## src/rtl/async_lreq_source.sv

```systemverilog
// Purpose: clocked FIFO-buffered source that emits each word as a 4-phase RZ bundled-data token (Ldata, Lreq / Lack).
// Latency: word into empty FIFO -> Ldata next cycle, Lreq SETUP_CYCLES later; min token period 1+SETUP_CYCLES+2*(SYNC_STAGES+1).
// Backpressure: in_ready = !full from registered count; the handshake waits on Lack indefinitely. Optional LREQ_TIMEOUT_EN adds a sticky watchdog.
module async_lreq_source #(
    parameter int DW           = 8,
    parameter int DEPTH        = 4,
    parameter int SETUP_CYCLES = 2,
    parameter int SYNC_STAGES  = 2,
    parameter int TIMEOUT_CYC  = 1024
) (
    input  logic          clk,
    input  logic          rst,
    input  logic          in_valid,
    output logic          in_ready,
    input  logic [DW-1:0] in_data,
    output logic          Lreq,
    output logic [DW-1:0] Ldata,
    input  logic          Lack,
    output logic          busy,
    output logic [15:0]   tok_cnt,
    output logic          proto_err,
    output logic          timeout
);

    localparam int AW = $clog2(DEPTH);
    localparam int CW = (SETUP_CYCLES > 1) ? $clog2(SETUP_CYCLES) : 1;
    localparam logic [CW-1:0] SETUP_LAST = CW'(SETUP_CYCLES - 1);
    localparam logic [AW:0]   FULL_CNT   = (AW+1)'(DEPTH);

    typedef enum logic [1:0] {
        IDLE   = 2'd0,
        SETUP  = 2'd1,
        REQ_HI = 2'd2,
        REQ_LO = 2'd3
    } state_t;

    state_t state, state_nxt;

    // FIFO storage and pointers
    logic [DW-1:0] mem [DEPTH];
    logic [AW-1:0] wr_ptr, rd_ptr;
    logic [AW:0]   count;
    logic          empty, full, push, pop;

    // FSM datapath
    logic [CW-1:0] cnt, cnt_nxt;
    logic          lreq_nxt, load, tok_inc;

    // Lack synchronizer
    logic [SYNC_STAGES-1:0] sync;
    logic                   ack_s;

    assign empty    = (count == '0);
    assign full     = (count == FULL_CNT);
    assign in_ready = !full;
    assign push     = in_valid && in_ready;
    assign ack_s    = sync[SYNC_STAGES-1];
    assign busy     = !empty || (state != IDLE);

    // FIFO data array; contents need no reset since reads are gated by count
    always_ff @(posedge clk) begin
        if (push) begin
            mem[wr_ptr] <= in_data;
        end
    end

    // FIFO pointers and occupancy; pointers wrap naturally at DEPTH (power of 2)
    always_ff @(posedge clk) begin
        if (rst) begin
            wr_ptr <= '0;
            rd_ptr <= '0;
            count  <= '0;
        end else begin
            if (push) begin
                wr_ptr <= wr_ptr + 1'b1;
            end
            if (pop) begin
                rd_ptr <= rd_ptr + 1'b1;
            end
            case ({push, pop})
                2'b10:   count <= count + 1'b1;
                2'b01:   count <= count - 1'b1;
                default: count <= count;
            endcase
        end
    end

    // Lack crosses in asynchronously; shift it through SYNC_STAGES flops
    always_ff @(posedge clk) begin
        if (rst) begin
            sync <= '0;
        end else begin
            sync <= {sync[SYNC_STAGES-2:0], Lack};
        end
    end

    // FSM state register plus the registered handshake outputs and counters
    always_ff @(posedge clk) begin
        if (rst) begin
            state     <= IDLE;
            cnt       <= '0;
            Lreq      <= 1'b0;
            Ldata     <= '0;
            tok_cnt   <= '0;
            proto_err <= 1'b0;
        end else begin
            state <= state_nxt;
            cnt   <= cnt_nxt;
            Lreq  <= lreq_nxt;
            if (load) begin
                Ldata <= mem[rd_ptr];
            end
            if (tok_inc) begin
                tok_cnt <= tok_cnt + 16'd1;
            end
            if (ack_s && (state == IDLE || state == SETUP)) begin
                proto_err <= 1'b1;
            end
        end
    end

    // Next-state logic: load head, hold data for the bundling margin, then run the 4-phase handshake
    always_comb begin
        state_nxt = state;
        cnt_nxt   = cnt;
        lreq_nxt  = Lreq;
        load      = 1'b0;
        pop       = 1'b0;
        tok_inc   = 1'b0;
        case (state)
            IDLE: begin
                if (!empty) begin
                    load      = 1'b1;
                    pop       = 1'b1;
                    cnt_nxt   = '0;
                    state_nxt = SETUP;
                end
            end
            SETUP: begin
                if (cnt == SETUP_LAST) begin
                    lreq_nxt  = 1'b1;
                    state_nxt = REQ_HI;
                end else begin
                    cnt_nxt = cnt + 1'b1;
                end
            end
            REQ_HI: begin
                if (ack_s) begin
                    lreq_nxt  = 1'b0;
                    state_nxt = REQ_LO;
                end
            end
            REQ_LO: begin
                if (!ack_s) begin
                    tok_inc   = 1'b1;
                    state_nxt = IDLE;
                end
            end
            default: begin
                state_nxt = IDLE;
            end
        endcase
    end

`ifdef LREQ_TIMEOUT_EN
    localparam logic [31:0] WDOG_LAST = 32'(TIMEOUT_CYC - 1);
    logic [31:0] wdog;

    // Watchdog: restarts when Lreq rises, counts while a handshake is open; flag only, never aborts
    always_ff @(posedge clk) begin
        if (rst) begin
            wdog    <= '0;
            timeout <= 1'b0;
        end else begin
            if (state == SETUP && state_nxt == REQ_HI) begin
                wdog <= '0;
            end else if (state == REQ_HI || state == REQ_LO) begin
                wdog <= wdog + 32'd1;
            end
            if ((state == REQ_HI || state == REQ_LO) && wdog == WDOG_LAST) begin
                timeout <= 1'b1;
            end
        end
    end
`else
    // Watchdog not built; flag is constant low
    assign timeout = 1'b0;
`endif

endmodule

```

## config.mk

```make
export PLATFORM = sky130hd
export DESIGN_NAME = async_lreq_source
export DESIGN_NICKNAME = d
export VERILOG_FILES = /design/src/rtl/async_lreq_source.sv
export SDC_FILE = /design/constraint.sdc
export NUM_CORES = 1
export LEC_CHECK = 0
export ABC_AREA = 1
export CAP_MARGIN = 20
export CELL_PAD_IN_SITES_DETAIL_PLACEMENT = 1
export CELL_PAD_IN_SITES_GLOBAL_PLACEMENT = 1
export CORE_ASPECT_RATIO = 0.8
export CORE_UTILIZATION = 44
export DETAILED_ROUTE_END_ITERATION = 16
export PLACE_DENSITY_LB_ADDON = 0.15
export SYNTH_ARGS = -nofsm -noshare
export SYNTH_HDL_FRONTEND = slang
export SYNTH_SLANG_ARGS = --single-unit
```

## constraint.sdc

```tcl
create_clock -name clk -period 4.41 [get_ports clk]
set_input_delay 0.882 -clock clk [delete_from_list [all_inputs] [get_ports clk]]
set_output_delay 0.882 -clock clk [all_outputs]
set_load 0.02 [all_outputs]
```

==> flow_metrics.env, run 1 <==
export IMPL_status="finished clean"
export IMPL_ant_nets=0
export IMPL_hold_buffers=0
export IMPL_post_route_min_period_ns=2.78
export IMPL_avgRoutedWirePerCell_um=15.5
export IMPL_synth_cell_types=29
export IMPL_p_leak_nw=1.38
export IMPL_tightest_slew_ns=0.964
export IMPL_cp_slowest_cell="clkdlybuf4s50_1"
export IMPL_hold_viol_final=0
export IMPL_hpwlAfterDp_mm=5.14
export IMPL_ys_warn_count=0
export IMPL_setup_tns_ns=0
export IMPL_gp_congestion=0.752
export IMPL_core_um2=6510
export IMPL_crit_arrival_ns=1.90
export IMPL_critical_path_top_delay_family="buffers and inverters"
export IMPL_drc=0
export IMPL_postCtsSetupRepairBufs=0
export IMPL_syn_nets=356
export IMPL_synth_edff_count=32
export IMPL_hold_path_class="reg -> reg"
export IMPL_rsz0062_at_grt="false"
export IMPL_critPathMaxStageDelay_ns=0.64
export IMPL_cts_made_buffers=9
export IMPL_maxSlewViolCount=0
export IMPL_synth_seq_cells=70
export IMPL_swShare_pct=35.2
export IMPL_die_w_um=94.6
export IMPL_vias=2388
export IMPL_clock_root_buffer="clkbuf_8"
export IMPL_power_density_nw_per_um2=531
export IMPL_finClkSkew_ns=0.0103
export IMPL_switchingPower_mw=0.679
export IMPL_io_buffer_count=39
export IMPL_ir_worst_vdd_uv=368
export IMPL_dieArea_um2=7190
export IMPL_fin_crit_sh_pct=63.1
export IMPL_cts_tree="yes"
export IMPL_antenna_found_initial=0
export IMPL_combPwrFrac_pct=30.1
export IMPL_maxCapViolations=0
export IMPL_gr_total_overflow=0
export IMPL_critical_path_peak_fanout=4
export IMPL_fin_nets=397
export IMPL_path_buf_inv=2
export IMPL_clkPwrFrac_pct=25.6
export IMPL_path_cells="inv_1, ha_1, nand4_1, clkdlybuf4s50_1"
export IMPL_via_per_inst=5.16
export IMPL_layout_commonest_cell="nor2_1"
export IMPL_clkTransAtPathRegs_ns=0.07
export IMPL_syn_area_um2=3020
export IMPL_grt_max_degree=33
export IMPL_max_freq_mhz=359
export IMPL_netlist_instances=333
export IMPL_dp_cells=447
export IMPL_async_reset_ff_share_pct=0
export IMPL_layout_drive_gt1_share_pct=5.28
export IMPL_instances_no_fill=463
export IMPL_pwr_share_seq_pct=44.3
export IMPL_fill_cells=779
export IMPL_post_cts_resized=0
export IMPL_slew_headroom_pct=35.5
export IMPL_synth_flop_cell="dfxtp_1"
export IMPL_internal_power_mw=1.25
export IMPL_initial_utilization_pct=46.4
export IMPL_clockBufferDepth=2
export IMPL_required_ns=3.53
export IMPL_crit_type="reg -> out"
export IMPL_first_iter_violations=100
export IMPL_synthToLayoutAreaGrowth_pct=20.3
export IMPL_htreeDepth=3
export IMPL_cts_sinks=70
export IMPL_multi_input_area_um2=1070
export IMPL_setup_viol=0
export IMPL_holdWs_ns=0.415
export IMPL_crit_path_end_kind="output port"
export IMPL_die_h_um=76.1
export IMPL_grt_pass1_vias=2453
export IMPL_firstDrtPassIters=4
export IMPL_synth_area_per_cell_um2=9.06
export IMPL_grt_total_usage_pct=22.2
export IMPL_start_kind="register"
export IMPL_rows=26
export IMPL_seq_area_frac_synth_pct=57.1
export IMPL_mostFrequentLayoutCells="70 x nor2_1, 41 x o21ai_0, 40 x inv_1"
export IMPL_grt_pass1_wl_mm=12.0
export IMPL_clock_latency_ns=0.35
export IMPL_regArea_um2=1720
export IMPL_diodes=0
export IMPL_wl_mm=7.19
export IMPL_pin_count=41
[layout make-up]
cell class              instances  area share, %
clock buffers                  11           3.62
well taps                      84           2.90
flip-flops and latches         70           47.4
multi-input cells             212           29.5
clock inverters                 5           1.41
repair buffers                 39           10.8
inverters                      42           4.34
[registers in the layout, summed over array words and instances (netlist names)]
name / cells
sync: 2
wr_ptr: 2
tok_cnt: 16
count: 3
Ldata: 8
Lreq: 1
proto_err: 1
mem: 32
state: 2
cnt: 1
rd_ptr: 2
[power by group through the flow]
stage,clock network (mW),registers [mW],logic (mW)
2_1_floorplan,0,0.865,0.381
3_3_place_gp,0,0.859,0.553
3_5_place_dp,0,0.867,0.581
4_1_cts,0.505,0.853,0.585
5_1_grt,0.530,0.865,0.658
6_report,0.493,0.853,0.581
[stage by stage]
stage	worst slack (ns)	power, mW	instance area, µm²	utilization (%)
final	1.63	1.93	3630	55.8
after global routing	1.37	2.05	3630	55.8
after CTS	1.63	1.94	3630	55.8
after detailed placement	1.59	1.45	3450	53.0
after global placement	1.69	1.41	3450	53.0
after floorplan	2.24	1.25	3020	-
[kinds of logic after synthesis]
kind of cell / count (synthesis) / synth area share [%]
AOI/OAI and AO/OA: 69 / 12.0
adders and majority gates: 11 / 4.81
DFF: 70 / 57.1
xor gates and xnor gates: 1 / 0.290
and+or+nand+nor: 130 / 18.3
buffers and inverters: 51 / 7.42
other: 1 / 0.124
[path summary, 6_finish.rpt]
check / from / end / slack, ns / depth (start not counted)
max reg2reg: state[0]$_SDFFE_PP0P_ / count[2]$_SDFFE_PP0P_ / 1.64 / 10
min reg2reg: sync[0]$_SDFF_PP0_ / sync[1]$_SDFF_PP0_ / 0.41 / 2
min: sync[0]$_SDFF_PP0_ / sync[1]$_SDFF_PP0_ / 0.41 / 2
max: state[0]$_SDFFE_PP0P_ / busy / 1.63 / 4
[synth_stat cells, drive strengths merged, types with 2 or more instances]
| cell | n | area share (%) |
|---|---|---|
| ha | 10 | 4.1 |
| a21oi | 17 | 2.8 |
| clkbuf | 3 | 0.41 |
| o21ai | 41 | 6.8 |
| nor3 | 3 | 0.87 |
| edfxtp | 32 | 32 |
| inv | 41 | 5.1 |
| nand4 | 2 | 0.41 |
| o21bai | 2 | 0.50 |
| buf | 6 | 1.8 |
| o22ai | 9 | 1.9 |
| dfxtp | 38 | 25 |
| nand2 | 41 | 5.4 |
| nor2 | 73 | 9.7 |
| nand3 | 10 | 1.7 |
[per-layer routing]
metal | GRT usage, % | part of all wire [%] | vias to the layer above | wire length, µm
met5 | 0 | 0 | - | 0
met4 | 6.67 | 1.2 | 0 | 87
met3 | 6.89 | 4.0 | 10 | 291
met2 | 35.3 | 46 | 50 | 3290
met1 | 28.8 | 49 | 1158 | 3520
li1 | - | - | 1170 | -
[worst min-delay path: cells and delay by family (launching register included)]
kind,cells,cell delay [ns]
buf+inv,1,0.05
flops,1,0.30
simple gates,1,0.03
(Power assumes the default switching activity.)
==> run 2: changes to the inputs <==
--- a/config.mk
+++ b/config.mk
@@ -10,7 +10,7 @@
 export CELL_PAD_IN_SITES_DETAIL_PLACEMENT = 1
 export CELL_PAD_IN_SITES_GLOBAL_PLACEMENT = 1
 export CORE_ASPECT_RATIO = 0.8
-export CORE_UTILIZATION = 44
+export CORE_UTILIZATION = 41
 export DETAILED_ROUTE_END_ITERATION = 16
 export PLACE_DENSITY_LB_ADDON = 0.15
 export SYNTH_ARGS = -nofsm -noshare
==> constraint.sdc (replaced) <==
create_clock -name clk -period 2.8 [get_ports clk]
set_input_delay 0.56 -clock clk [delete_from_list [all_inputs] [get_ports clk]]
set_output_delay 0.56 -clock clk [all_outputs]
set_load 0.02 [all_outputs]
==> run 2 against run 1 <==
Die area increased by 7.1%. Cell count increased by 2.8%. Critical path depth unchanged. The flow now finishes with violations (design-rule violations). First-iteration DRC count decreased by 30%. Critical endpoint unchanged.
==> flow_metrics.env, run 2 (same netlist as run 1, synthesis figures left out) <==
export IMPL_status="finished, violations left"
export IMPL_violations="design-rule violations"
export IMPL_path_cells="inv_1, ha_1, nand4_1, clkdlybuf4s50_1"
export IMPL_firstDrtPassIters=10
export IMPL_layout_commonest_cell="nor2_1"
export IMPL_clkTransAtPathRegs_ns=0.08
export IMPL_setup_viol=0
export IMPL_top_regs="mem x32, tok_cnt x16, Ldata x8"
export IMPL_switchingPower_mw=1.09
export IMPL_power_density_nw_per_um2=814
export IMPL_grt_pass1_vias=2399
export IMPL_hold_path_class="reg -> reg"
export IMPL_fin_nets=407
export IMPL_cts_made_buffers=9
export IMPL_design_area_um2=3700
export IMPL_post_place_ws_ns=0.355
export IMPL_initial_utilization_pct=43.1
export IMPL_dpl_cell_area_um2=3520
export IMPL_maxSlewViolCount=0
export IMPL_reg2reg_from="state[0]$_SDFFE_PP0P_"
export IMPL_vias=2365
export IMPL_setup_ws_ns=0.378
export IMPL_diodes=0
export IMPL_rsz0062_at_grt="false"
export IMPL_wl_mm=6.88
export IMPL_crit_arrival_ns=1.86
export IMPL_combPwrFrac_pct=32.6
export IMPL_io_buffer_count=39
export IMPL_required_ns=2.24
export IMPL_clock_latency_ns=0.35
export IMPL_start_kind="register"
export IMPL_antenna_found_initial=0
export IMPL_worstSetupStartpoint="state[0]$_SDFFE_PP0P_"
export IMPL_p_leak_nw=1.42
export IMPL_finClkSkew_ns=0.00945
export IMPL_fin_util_pct=52.9
export IMPL_htreeDepth=3
export IMPL_hpwlAfterDp_mm=4.98
export IMPL_instances_no_fill=476
export IMPL_pwr_share_seq_pct=43.6
export IMPL_postCtsSetupRepairBufs=0
export IMPL_swShare_pct=36.1
export IMPL_grt_max_degree=19
export IMPL_post_cts_resized=0
export IMPL_drc=2
export IMPL_first_iter_violations=70
export IMPL_layout_drive_gt1_share_pct=8.48
export IMPL_gr_total_overflow=0
export IMPL_setup_tns_ns=0
export IMPL_design_power_total_mw=3.01
export IMPL_top_register="mem"
export IMPL_die_w_um=97.9
export IMPL_dp_cells=460
export IMPL_ir_worst_vdd_uv=420
export IMPL_grt_pass1_wl_mm=11.7
export IMPL_hold_viol_final=0
export IMPL_die_h_um=78.7
export IMPL_cts_tree="yes"
export IMPL_fin_crit_sh_pct=86.5
export IMPL_clock_root_buffer="clkbuf_8"
export IMPL_critical_path_peak_fanout=4
export IMPL_hold_buffers=0
export IMPL_mostFrequentLayoutCells="70 x nor2_1, 41 x o21ai_0, 40 x inv_1"
export IMPL_synthToLayoutAreaGrowth_pct=22.6
export IMPL_core_um2=6990
export IMPL_avgRoutedWirePerCell_um=14.5
export IMPL_grt_total_usage_pct=19.9
export IMPL_pin_count=41
export IMPL_via_per_inst=4.97
export IMPL_ant_nets=0
export IMPL_crit_path_end_kind="output port"
export IMPL_largest_register_ffs=32
export IMPL_hp_start="sync[0]$_SDFF_PP0_"
export IMPL_max_freq_mhz=413
export IMPL_holdWs_ns=0.426
export IMPL_fill_cells=833
export IMPL_cts_sinks=70
export IMPL_gp_congestion=0.753
export IMPL_internal_power_mw=1.92
export IMPL_cp_slowest_cell="clkdlybuf4s50_1"
export IMPL_crit_type="reg -> out"
export IMPL_post_route_min_period_ns=2.42
export IMPL_critPathMaxStageDelay_ns=0.64
export IMPL_dieArea_um2=7710
export IMPL_clkPwrFrac_pct=23.8
export IMPL_rows=27
export IMPL_maxCapViolations=0
export IMPL_clockBufferDepth=2
==> run 2: critical path, delay by kind of cell (launching register included) <==
family | cells | cell delay (ns)
flip-flops | 1 | 0.39
AND/OR/NAND/NOR | 1 | 0.15
adder cells (fa/ha/maj) | 1 | 0.24
buffers and inverters | 2 | 0.73
==> run 2: power groups by stage <==
stage	combinational [mW]	clock [mW]	sequential, mW
after floorplan	0.600	0	1.36
after global placement	0.951	0	1.33
after detailed placement	0.982	0	1.34
after CTS	0.993	0.741	1.32
after global routing	1.10	0.785	1.33
final	0.980	0.717	1.31
==> run 2: final timing paths <==
check                                to  slack, ns  cells after the start
setup / recovery                   busy       0.38                      4
hold / removal       sync[1]$_SDFF_PP0_       0.43                      2
hold reg to reg      sync[1]$_SDFF_PP0_       0.43                      2
setup reg to reg  count[2]$_SDFFE_PP0P_       0.57                     11
==> run 2: metal layers <==
layer	global-route usage (%)	share of wire, %
met1	26.1	48
met5	0	0
met2	31.8	47
met4	5.30	1.1
met3	6.43	3.9
==> run 2: layout make-up <==
type	instances	area, µm²	area share, %
Sequential cell	70	1720	46.5
Clock inverter	7	50.0	1.35
Timing Repair Buffer	49	465	12.6
Inverter	42	158	4.26
Multi-Input combinational cell	212	1070	29.0
Clock buffer	9	124	3.35
Tap cell	87	109	2.94
